$ cat src/rtl/uart_calc_pkg.sv
// Shared types and constants for the serial accumulator-calculator.
// Both the receiver and the top-level transmitter import this package.
package uart_calc_pkg;

  typedef enum logic [2:0] {
    RX_IDLE,
    RX_START,
    RX_DATA,
    RX_PARITY,
    RX_STOP,
    RX_DONE
  } rxState_e;

  typedef enum logic [2:0] {
    TX_IDLE,
    TX_START,
    TX_DATA,
    TX_PARITY,
    TX_STOP
  } txState_e;

  localparam logic [7:0] DEF_ERR_CODE = 8'hEE;
  localparam int DATA_BITS  = 8;
  localparam int FRAME_BITS = 11;
  localparam int CNT_W      = 16;

  function automatic int calcClksPerBit(input int clkFreq, input int baud);
    return clkFreq / baud;
  endfunction

endpackage

$ cat src/rtl/uart_calc_if.sv
// Board-side pins of the calculator: serial pair plus the LED bank.
// The host drives rx and watches tx/leds; the calculator does the reverse.
interface uart_calc_if;
  logic       rx;
  logic       tx;
  logic [7:0] leds;

  modport master (output rx, input tx, input leds);
  modport slave  (input rx, output tx, output leds);
endinterface

$ cat src/rtl/uart_calc_rx.sv
// UART receiver: 2-FF synchronizer, mid-bit sampling FSM and even-parity/stop check.
// inFlag pulses for one cycle once a whole frame has been sampled.
module uart_calc_rx
  import uart_calc_pkg::*;
#(
  parameter int CLKS_PER_BIT = 2604
) (
  input  logic       clk,
  input  logic       rst,
  input  logic       rx_i,
  output logic [7:0] data_o,
  output logic       frame_ok_o,
  output logic       inFlag_o
);

  localparam logic [CNT_W-1:0] HALF_TICK = CNT_W'(CLKS_PER_BIT / 2 - 1);
  localparam logic [CNT_W-1:0] FULL_TICK = CNT_W'(CLKS_PER_BIT - 1);

  rxState_e         state_q, state_d;
  logic             rxMeta_q, rxSync_q, rxPrev_q;
  logic [CNT_W-1:0] cnt_q;
  logic [2:0]       bitIdx_q;
  logic [7:0]       shift_q;
  logic             parity_q, stop_q;
  logic             inFlag;
  logic             halfTick, fullTick;

  assign halfTick = (cnt_q == HALF_TICK);
  assign fullTick = (cnt_q == FULL_TICK);

  // Synchronizer resets to idle-high so reset never looks like a start edge.
  always_ff @(posedge clk) begin
    if (rst) begin
      rxMeta_q <= 1'b1;
      rxSync_q <= 1'b1;
      rxPrev_q <= 1'b1;
    end else begin
      rxMeta_q <= rx_i;
      rxSync_q <= rxMeta_q;
      rxPrev_q <= rxSync_q;
    end
  end

  always_ff @(posedge clk) begin
    if (rst) state_q <= RX_IDLE;
    else     state_q <= state_d;
  end

  always_comb begin
    state_d = state_q;
    case (state_q)
      RX_IDLE:   if (rxPrev_q && !rxSync_q) state_d = RX_START;
      RX_START:  if (halfTick) state_d = rxSync_q ? RX_IDLE : RX_DATA;
      RX_DATA:   if (fullTick && bitIdx_q == 3'(DATA_BITS - 1)) state_d = RX_PARITY;
      RX_PARITY: if (fullTick) state_d = RX_STOP;
      RX_STOP:   if (fullTick) state_d = RX_DONE;
      RX_DONE:   state_d = RX_IDLE;
      default:   state_d = RX_IDLE;
    endcase
  end

  always_comb begin
    inFlag = 1'b0;
    if (state_q == RX_DONE) inFlag = 1'b1;
  end

  // Bit counter restarts on every state change and after each data sample.
  always_ff @(posedge clk) begin
    if (rst) begin
      cnt_q    <= '0;
      bitIdx_q <= '0;
      shift_q  <= '0;
      parity_q <= 1'b0;
      stop_q   <= 1'b0;
    end else begin
      if (state_d != state_q || (state_q == RX_DATA && fullTick)) cnt_q <= '0;
      else if (state_q != RX_IDLE)                                 cnt_q <= cnt_q + 1'b1;
      if (state_q == RX_START) bitIdx_q <= '0;
      if (state_q == RX_DATA && fullTick) begin
        shift_q  <= {rxSync_q, shift_q[7:1]};
        bitIdx_q <= bitIdx_q + 1'b1;
      end
      if (state_q == RX_PARITY && fullTick) parity_q <= rxSync_q;
      if (state_q == RX_STOP && fullTick)   stop_q   <= rxSync_q;
    end
  end

  assign data_o     = shift_q;
  assign frame_ok_o = ~(^shift_q ^ parity_q) & stop_q;
  assign inFlag_o   = inFlag;

endmodule

$ cat src/rtl/uart_calc.sv
// Accumulator-calculator top: adds each good byte into acc, shows acc on the LEDs
// and echoes the new acc (or the error code) through a 1-deep pending slot to TX.
module uart_calc
  import uart_calc_pkg::*;
#(
  parameter int         CLK_FREQ = 50_000_000,
  parameter int         BAUD     = 19200,
  parameter logic [7:0] ERR_CODE = DEF_ERR_CODE
) (
  input logic        clk,
  input logic        rst,
  uart_calc_if.slave pins
);

  localparam int CLKS_PER_BIT = calcClksPerBit(CLK_FREQ, BAUD);
  localparam logic [CNT_W-1:0] FULL_TICK = CNT_W'(CLKS_PER_BIT - 1);

  logic [7:0]       rxData;
  logic             frameOk;
  logic             inFlag;
  logic [7:0]       acc_q, sum;
  logic [7:0]       pend_q;
  logic             pendValid_q;
  txState_e         txState_q, txState_d;
  logic [CNT_W-1:0] txCnt_q;
  logic [2:0]       txBitIdx_q;
  logic [7:0]       txShift_q;
  logic             txParity_q;
  logic             txTick;
  logic             txBit;

  uart_calc_rx #(.CLKS_PER_BIT(CLKS_PER_BIT)) u_rx (
    .clk        (clk),
    .rst        (rst),
    .rx_i       (pins.rx),
    .data_o     (rxData),
    .frame_ok_o (frameOk),
    .inFlag_o   (inFlag)
  );

  assign sum    = acc_q + rxData;
  assign txTick = (txCnt_q == FULL_TICK);

  // A new result always replaces the pending one; TX drains it from IDLE.
  always_ff @(posedge clk) begin
    if (rst) begin
      acc_q       <= '0;
      pend_q      <= '0;
      pendValid_q <= 1'b0;
    end else if (inFlag) begin
      if (frameOk) acc_q <= sum;
      pend_q      <= frameOk ? sum : ERR_CODE;
      pendValid_q <= 1'b1;
    end else if (txState_q == TX_IDLE && pendValid_q) begin
      pendValid_q <= 1'b0;
    end
  end

  always_ff @(posedge clk) begin
    if (rst) txState_q <= TX_IDLE;
    else     txState_q <= txState_d;
  end

  always_comb begin
    txState_d = txState_q;
    case (txState_q)
      TX_IDLE:   if (pendValid_q) txState_d = TX_START;
      TX_START:  if (txTick) txState_d = TX_DATA;
      TX_DATA:   if (txTick && txBitIdx_q == 3'(DATA_BITS - 1)) txState_d = TX_PARITY;
      TX_PARITY: if (txTick) txState_d = TX_STOP;
      TX_STOP:   if (txTick) txState_d = TX_IDLE;
      default:   txState_d = TX_IDLE;
    endcase
  end

  always_comb begin
    txBit = 1'b1;
    case (txState_q)
      TX_START:  txBit = 1'b0;
      TX_DATA:   txBit = txShift_q[0];
      TX_PARITY: txBit = txParity_q;
      default:   txBit = 1'b1;
    endcase
  end

  always_ff @(posedge clk) begin
    if (rst) begin
      txCnt_q    <= '0;
      txBitIdx_q <= '0;
      txShift_q  <= '0;
      txParity_q <= 1'b0;
    end else begin
      if (txState_d != txState_q || (txState_q == TX_DATA && txTick)) txCnt_q <= '0;
      else if (txState_q != TX_IDLE)                                   txCnt_q <= txCnt_q + 1'b1;
      if (txState_q == TX_IDLE && pendValid_q) begin
        txShift_q  <= pend_q;
        txParity_q <= ^pend_q;
        txBitIdx_q <= '0;
      end else if (txState_q == TX_DATA && txTick) begin
        txShift_q  <= {1'b0, txShift_q[7:1]};
        txBitIdx_q <= txBitIdx_q + 1'b1;
      end
    end
  end

  assign pins.tx   = txBit;
  assign pins.leds = acc_q;

endmodule

$ cat src/flat_wrapper.sv
// flat-port wrapper written by rule: the top's interface ports become plain ports
module uart_calc_flat import uart_calc_pkg::*;
#(
  parameter int         CLK_FREQ = 50_000_000,
  parameter int         BAUD     = 19200,
  parameter logic [7:0] ERR_CODE = DEF_ERR_CODE
)
  (clk, rst, pins_rx, pins_tx, pins_leds);
  uart_calc_if pins_i ();
  input logic clk;
  input logic rst;
  input wire logic [$bits(pins_i.rx)-1:0] pins_rx;
  output wire logic [$bits(pins_i.tx)-1:0] pins_tx;
  output wire logic [$bits(pins_i.leds)-1:0] pins_leds;
  assign pins_i.rx = pins_rx;
  assign pins_tx = pins_i.tx;
  assign pins_leds = pins_i.leds;
  uart_calc #(.CLK_FREQ(CLK_FREQ), .BAUD(BAUD), .ERR_CODE(ERR_CODE)) u_core (.clk(clk), .rst(rst), .pins(pins_i));
endmodule
$ cat config.mk
export PLATFORM = sky130hd
export DESIGN_NAME = uart_calc_flat
export DESIGN_NICKNAME = d
export VERILOG_FILES = /design/src/rtl/uart_calc_pkg.sv /design/src/rtl/uart_calc_if.sv /design/src/rtl/uart_calc_rx.sv /design/src/rtl/uart_calc.sv /design/src/flat_wrapper.sv
export SDC_FILE = /design/constraint.sdc
export NUM_CORES = 1
export LEC_CHECK = 0
export BUFFER_PORTS_ARGS = -buffer_cell sky130_fd_sc_hd__buf_2
export CELL_PAD_IN_SITES_DETAIL_PLACEMENT = 1
export CELL_PAD_IN_SITES_GLOBAL_PLACEMENT = 1
export CORE_MARGIN = 8
export CORE_UTILIZATION = 43
export DETAILED_ROUTE_END_ITERATION = 8
export MAX_ROUTING_LAYER = met4
export PLACE_DENSITY = 0.81
export SETUP_SLACK_MARGIN = 0.02
export SLEW_MARGIN = 15
export SYNTH_ARGS = -nofsm -noshare
export SYNTH_HDL_FRONTEND = slang
export SYNTH_SLANG_ARGS = --single-unit
$ cat constraint.sdc
create_clock -name clk -period 2.1 [get_ports clk]
set_input_delay 0.21 -clock clk [delete_from_list [all_inputs] [get_ports clk]]
set_output_delay 0.21 -clock clk [all_outputs]
set_load 0.02 [all_outputs]
==> impl_metrics.json <==
{
  "grt_util_met3": 0.0341,
  "crit_chain": "nor4_4 > nand4_1 > buf_4 > or4b_4 > buf_6 > nor3_4 > buf_6 > nand2_1 > a21oi_2",
  "drive_gt1_frac": 0.268,
  "min-delay-start": "pins_rx",
  "path_max_fanout": 6,
  "htreeDepth": 3,
  "r2r_start": "u_core.u_rx.cnt_q[7]",
  "wire_per_inst_um": 17.2,
  "layout.nets": 528,
  "synth-xor-area-share": 0.112,
  "grt_antenna_before_repair": 0,
  "grt_pass1_wl_um": 17600,
  "ys_types": 51,
  "io_buffers": 11,
  "ys_ff_latch": 83,
  "antenna_cells": 0,
  "synth_edf_count": 0,
  "placed_area_um2": 4380,
  "root_buffer": "clkbuf_8",
  "use_met1": 0.197,
  "clk_latency_ps": 360,
  "rows": 35,
  "core_area_um2": 9150,
  "rsz0062_at_grt": "true",
  "min_period_ps": 2210,
  "synth_mux_area_frac": 0.0373,
  "worstMarginPinSlew_ps": 484,
  "violations": "setup timing",
  "met2_usage": 0.304,
  "cts_tree": "built",
  "start_util": 0.439,
  "yosysWarnings": 0,
  "path_common_cell": "buf_6",
  "critPathRequiredTime_ps": 2400,
  "ys.flop_type": "dfxtp_1",
  "fin_area_um2": 4980,
  "wirelength_um": 10800,
  "hold_viol": 0,
  "hold_class": "input port to flop",
  "crit_family": "simple AND/OR/NAND/NOR gates",
  "drc": 0,
  "path_class": "flop to flop",
  "grt_overflow": 0,
  "vias": 3433,
  "cp-start-kind": "flop",
  "fin_crit_sh": 1.05,
  "syn2layout_area_growth_pct": 23.8,
  "drt-pass1-iter-count": 6,
  "vias_per_cell": 5.48,
  "peakVddDrop_uv": 387,
  "report.final.slew_viol_count": 0,
  "dieArea_um2": 12700,
  "die_w_um": 113,
  "path_clk_slew_ps": 100,
  "grt_max_degree": 18,
  "synth-seq-area-share": 0.413,
  "power.density_nw_per_um2": 633,
  "maxCapViolCount": 0,
  "critPathArrivalTime_ps": 2510,
  "layout_setup_ws_ps": -112,
  "syn_area_um2": 4020,
  "status": "complete, but fails checks",
  "slowest_delay_ps": 490,
  "fmax_mhz": 452,
  "die_height_um": 113,
  "holdBufCountCts": 0,
  "synthAdderAreaFrac": 0.0485,
  "synthCells": 466,
  "finalSetupViolations": 28,
  "path_buf_inv": 3,
  "finalClockSkew_ps": 10.0,
  "synth_compound_area_frac": 0.111,
  "synthArstFlopShare": 0,
  "synthSimpleGateAreaFrac": 0.242,
  "pin_count": 12,
  "ant_nets": 0,
  "crit_start": "u_core.u_rx.cnt_q[7]",
  "end_kind": "flop",
  "drtIter0Drc": 136,
  "synth.avg_cell_area_um2": 8.63,
  "numClockSinks": 83,
  "synth_top_family_by_area": "simple AND/OR/NAND/NOR gates",
  "leakage_nw": 1.89,
  "cp_slowest_cell": "or4b_4",
  "dpl.hpwl_um": 6970,
  "grt_util_all_layers": 0.174,
  "gp_congestion": 0.825,
  "grt_pass1_vias": 3659,
  "relSlewSlack": 0.677,
  "busiest_layer": "met2",
  "syn_nets": 484,
  "cts-buffers-inserted": 9,
  "post-route-util": 0.544,
  "clockBufferDepth": 2
}
## state kept, by name (all words and copies together) (netlist names)
register              cells
u_core.pendValid_q        1
u_core.pend_q             8
u_core.pins.leds          8
u_core.txBitIdx_q         3
u_core.txCnt_q           16
u_core.txParity_q         1
u_core.txShift_q          8
u_core.txState_q          3
u_core.u_rx.bitIdx_q      3
u_core.u_rx.cnt_q        16
u_core.u_rx.data_o        8
u_core.u_rx.parity_q      1
u_core.u_rx.rxMeta_q      1
u_core.u_rx.rxPrev_q      1
u_core.u_rx.rxSync_q      1
u_core.u_rx.state_q       3
u_core.u_rx.stop_q        1
## synthesized netlist by cell type (2+ instances only)
master    count  area (um^2)
xor2_1       20          175
buf_2         4         20.0
and4_1        2         17.5
nor2_1       66          248
a311oi_1      2         17.5
nor3_1       14         70.1
and2_1        6         37.5
or3_1         6         37.5
dfxtp_1      83         1660
nand2b_1      5         31.3
nand3b_1      3         22.5
xnor2_1      29          254
nor4_1        2         12.5
o221a_2       2         22.5
clkbuf_1     14         52.6
and3_1        5         31.3
nand3_1      15         75.1
o21a_1        4         30.0
nor2b_1       5         31.3
a211oi_1     14          105
or4_1         2         15.0
nor4b_1       3         26.3
o21ai_0       6         30.0
inv_1        15         56.3
nand4_1       8         50.1
mux2i_1      15          150
nand2_1      48          180
or2_2         3         18.8
a31oi_1       5         31.3
a21o_1        2         15.0
ha_1         14          175
a21oi_1      24          120
o211ai_1      2         15.0
## logic make-up (layout without fill, tap and decap cells)
| kind of cell | count (synthesis) | after routing |
|---|---|---|
| flip-flops | 83 | 83 |
| XOR/XNOR | 50 | 50 |
| AO/OA/AOI/OAI | 69 | 69 |
| buffers and inverters | 35 | 84 |
| AND/OR/NAND/NOR | 199 | 199 |
| adder cells (fa/ha/maj) | 15 | 15 |
| multiplexers | 15 | 15 |
## per-stage QoR
stage / hold slack [ps] / instances / setup TNS [ps] / setup slack [ps] / total power, mW
final: 52.5 / 626 / -1880 / -112 / 3.15
after global routing: 47.5 / 626 / -4780 / -207 / 3.26
after CTS: 55.4 / 624 / -1390 / -62.4 / 3.17
after detailed placement: 414 / 601 / -703 / -82.1 / 1.69
after global placement: 404 / 601 / -211 / -45.5 / 1.69
after floorplan: 314 / 466 / 0 / 27.4 / 1.67
## power by group
| group | internal [mW] | total (mW) | switching, mW |
|---|---|---|---|
| clock network | 0.816 | 1.47 | 0.659 |
| logic | 0.0307 | 0.0965 | 0.0658 |
| registers | 1.58 | 1.58 | 0.00367 |
| total | 2.42 | 3.15 | 0.729 |
## metal layers
metal / wire length, um / vias to the layer above
met5: 0 / -
met2: 5680 / 24
met1: 4770 / 1700
met4: 143 / 0
met3: 198 / 10
li1: - / 1699
## path summary, 6_finish.rpt
check                                to  slack (ps)  depth (start not counted)
setup / recovery  u_core.u_rx.data_o[7]        -110                          9
hold / removal     u_core.u_rx.rxMeta_q          50                          2
setup reg to reg  u_core.u_rx.data_o[7]        -110                          9
hold reg to reg    u_core.u_rx.rxSync_q         420                          1
## repair_timing
action / CTS / global route
gates resized for setup: 29 / 52
setup buffers: 6 / 1
endpoints found under the setup margin: 31 / 50
pin swaps: 35 / 15
cloned: 2 / 1
## final cells by class
| type | count | area, um^2 |
|---|---|---|
| inverters | 15 | 56.3 |
| repair buffers | 53 | 387 |
| clock inverters | 7 | 130 |
| multi-input cells | 348 | 2470 |
| clock buffers | 9 | 124 |
| well taps | 111 | 139 |
| flip-flops and latches | 83 | 1680 |
| fillers | 1052 | 4170 |
## layout by cell type, fill, tap and decap left out, types with 3 or more instances in the layout
cell	synthesis	routed
and3_1	5	5
nand2_2	0	7
mux2i_1	15	15
nor4b_1	3	3
nor3_1	14	12
bufinv_16	0	3
nor2_2	0	8
nor2_4	0	3
nand3_1	15	14
a211oi_1	14	13
dfxtp_2	0	8
or3_1	6	5
ha_1	14	11
xnor2_1	29	28
nor2_1	66	55
or2_2	3	3
o21ai_0	6	3
buf_6	0	5
clkbuf_8	0	9
nor2b_1	5	4
nand3b_1	3	3
o21a_1	4	4
a21oi_1	24	14
a31oi_1	5	5
inv_1	15	15
nand2_1	48	40
xor2_1	20	20
nand4_1	8	8
nand2b_1	5	4
buf_2	4	12
buf_4	1	36
and2_1	6	6
a21oi_2	0	10
o21ai_1	1	3
dfxtp_1	83	74
## worst register-to-register path: cells and delay by family, from the launching register on
family                 cells  cell delay (ps)
and+or+nand+nor            5             1200
buffers and inverters      3              500
AOI/OAI and AO/OA          1              120
DFF                        1              350
Power figures use the tool's default switching activity.
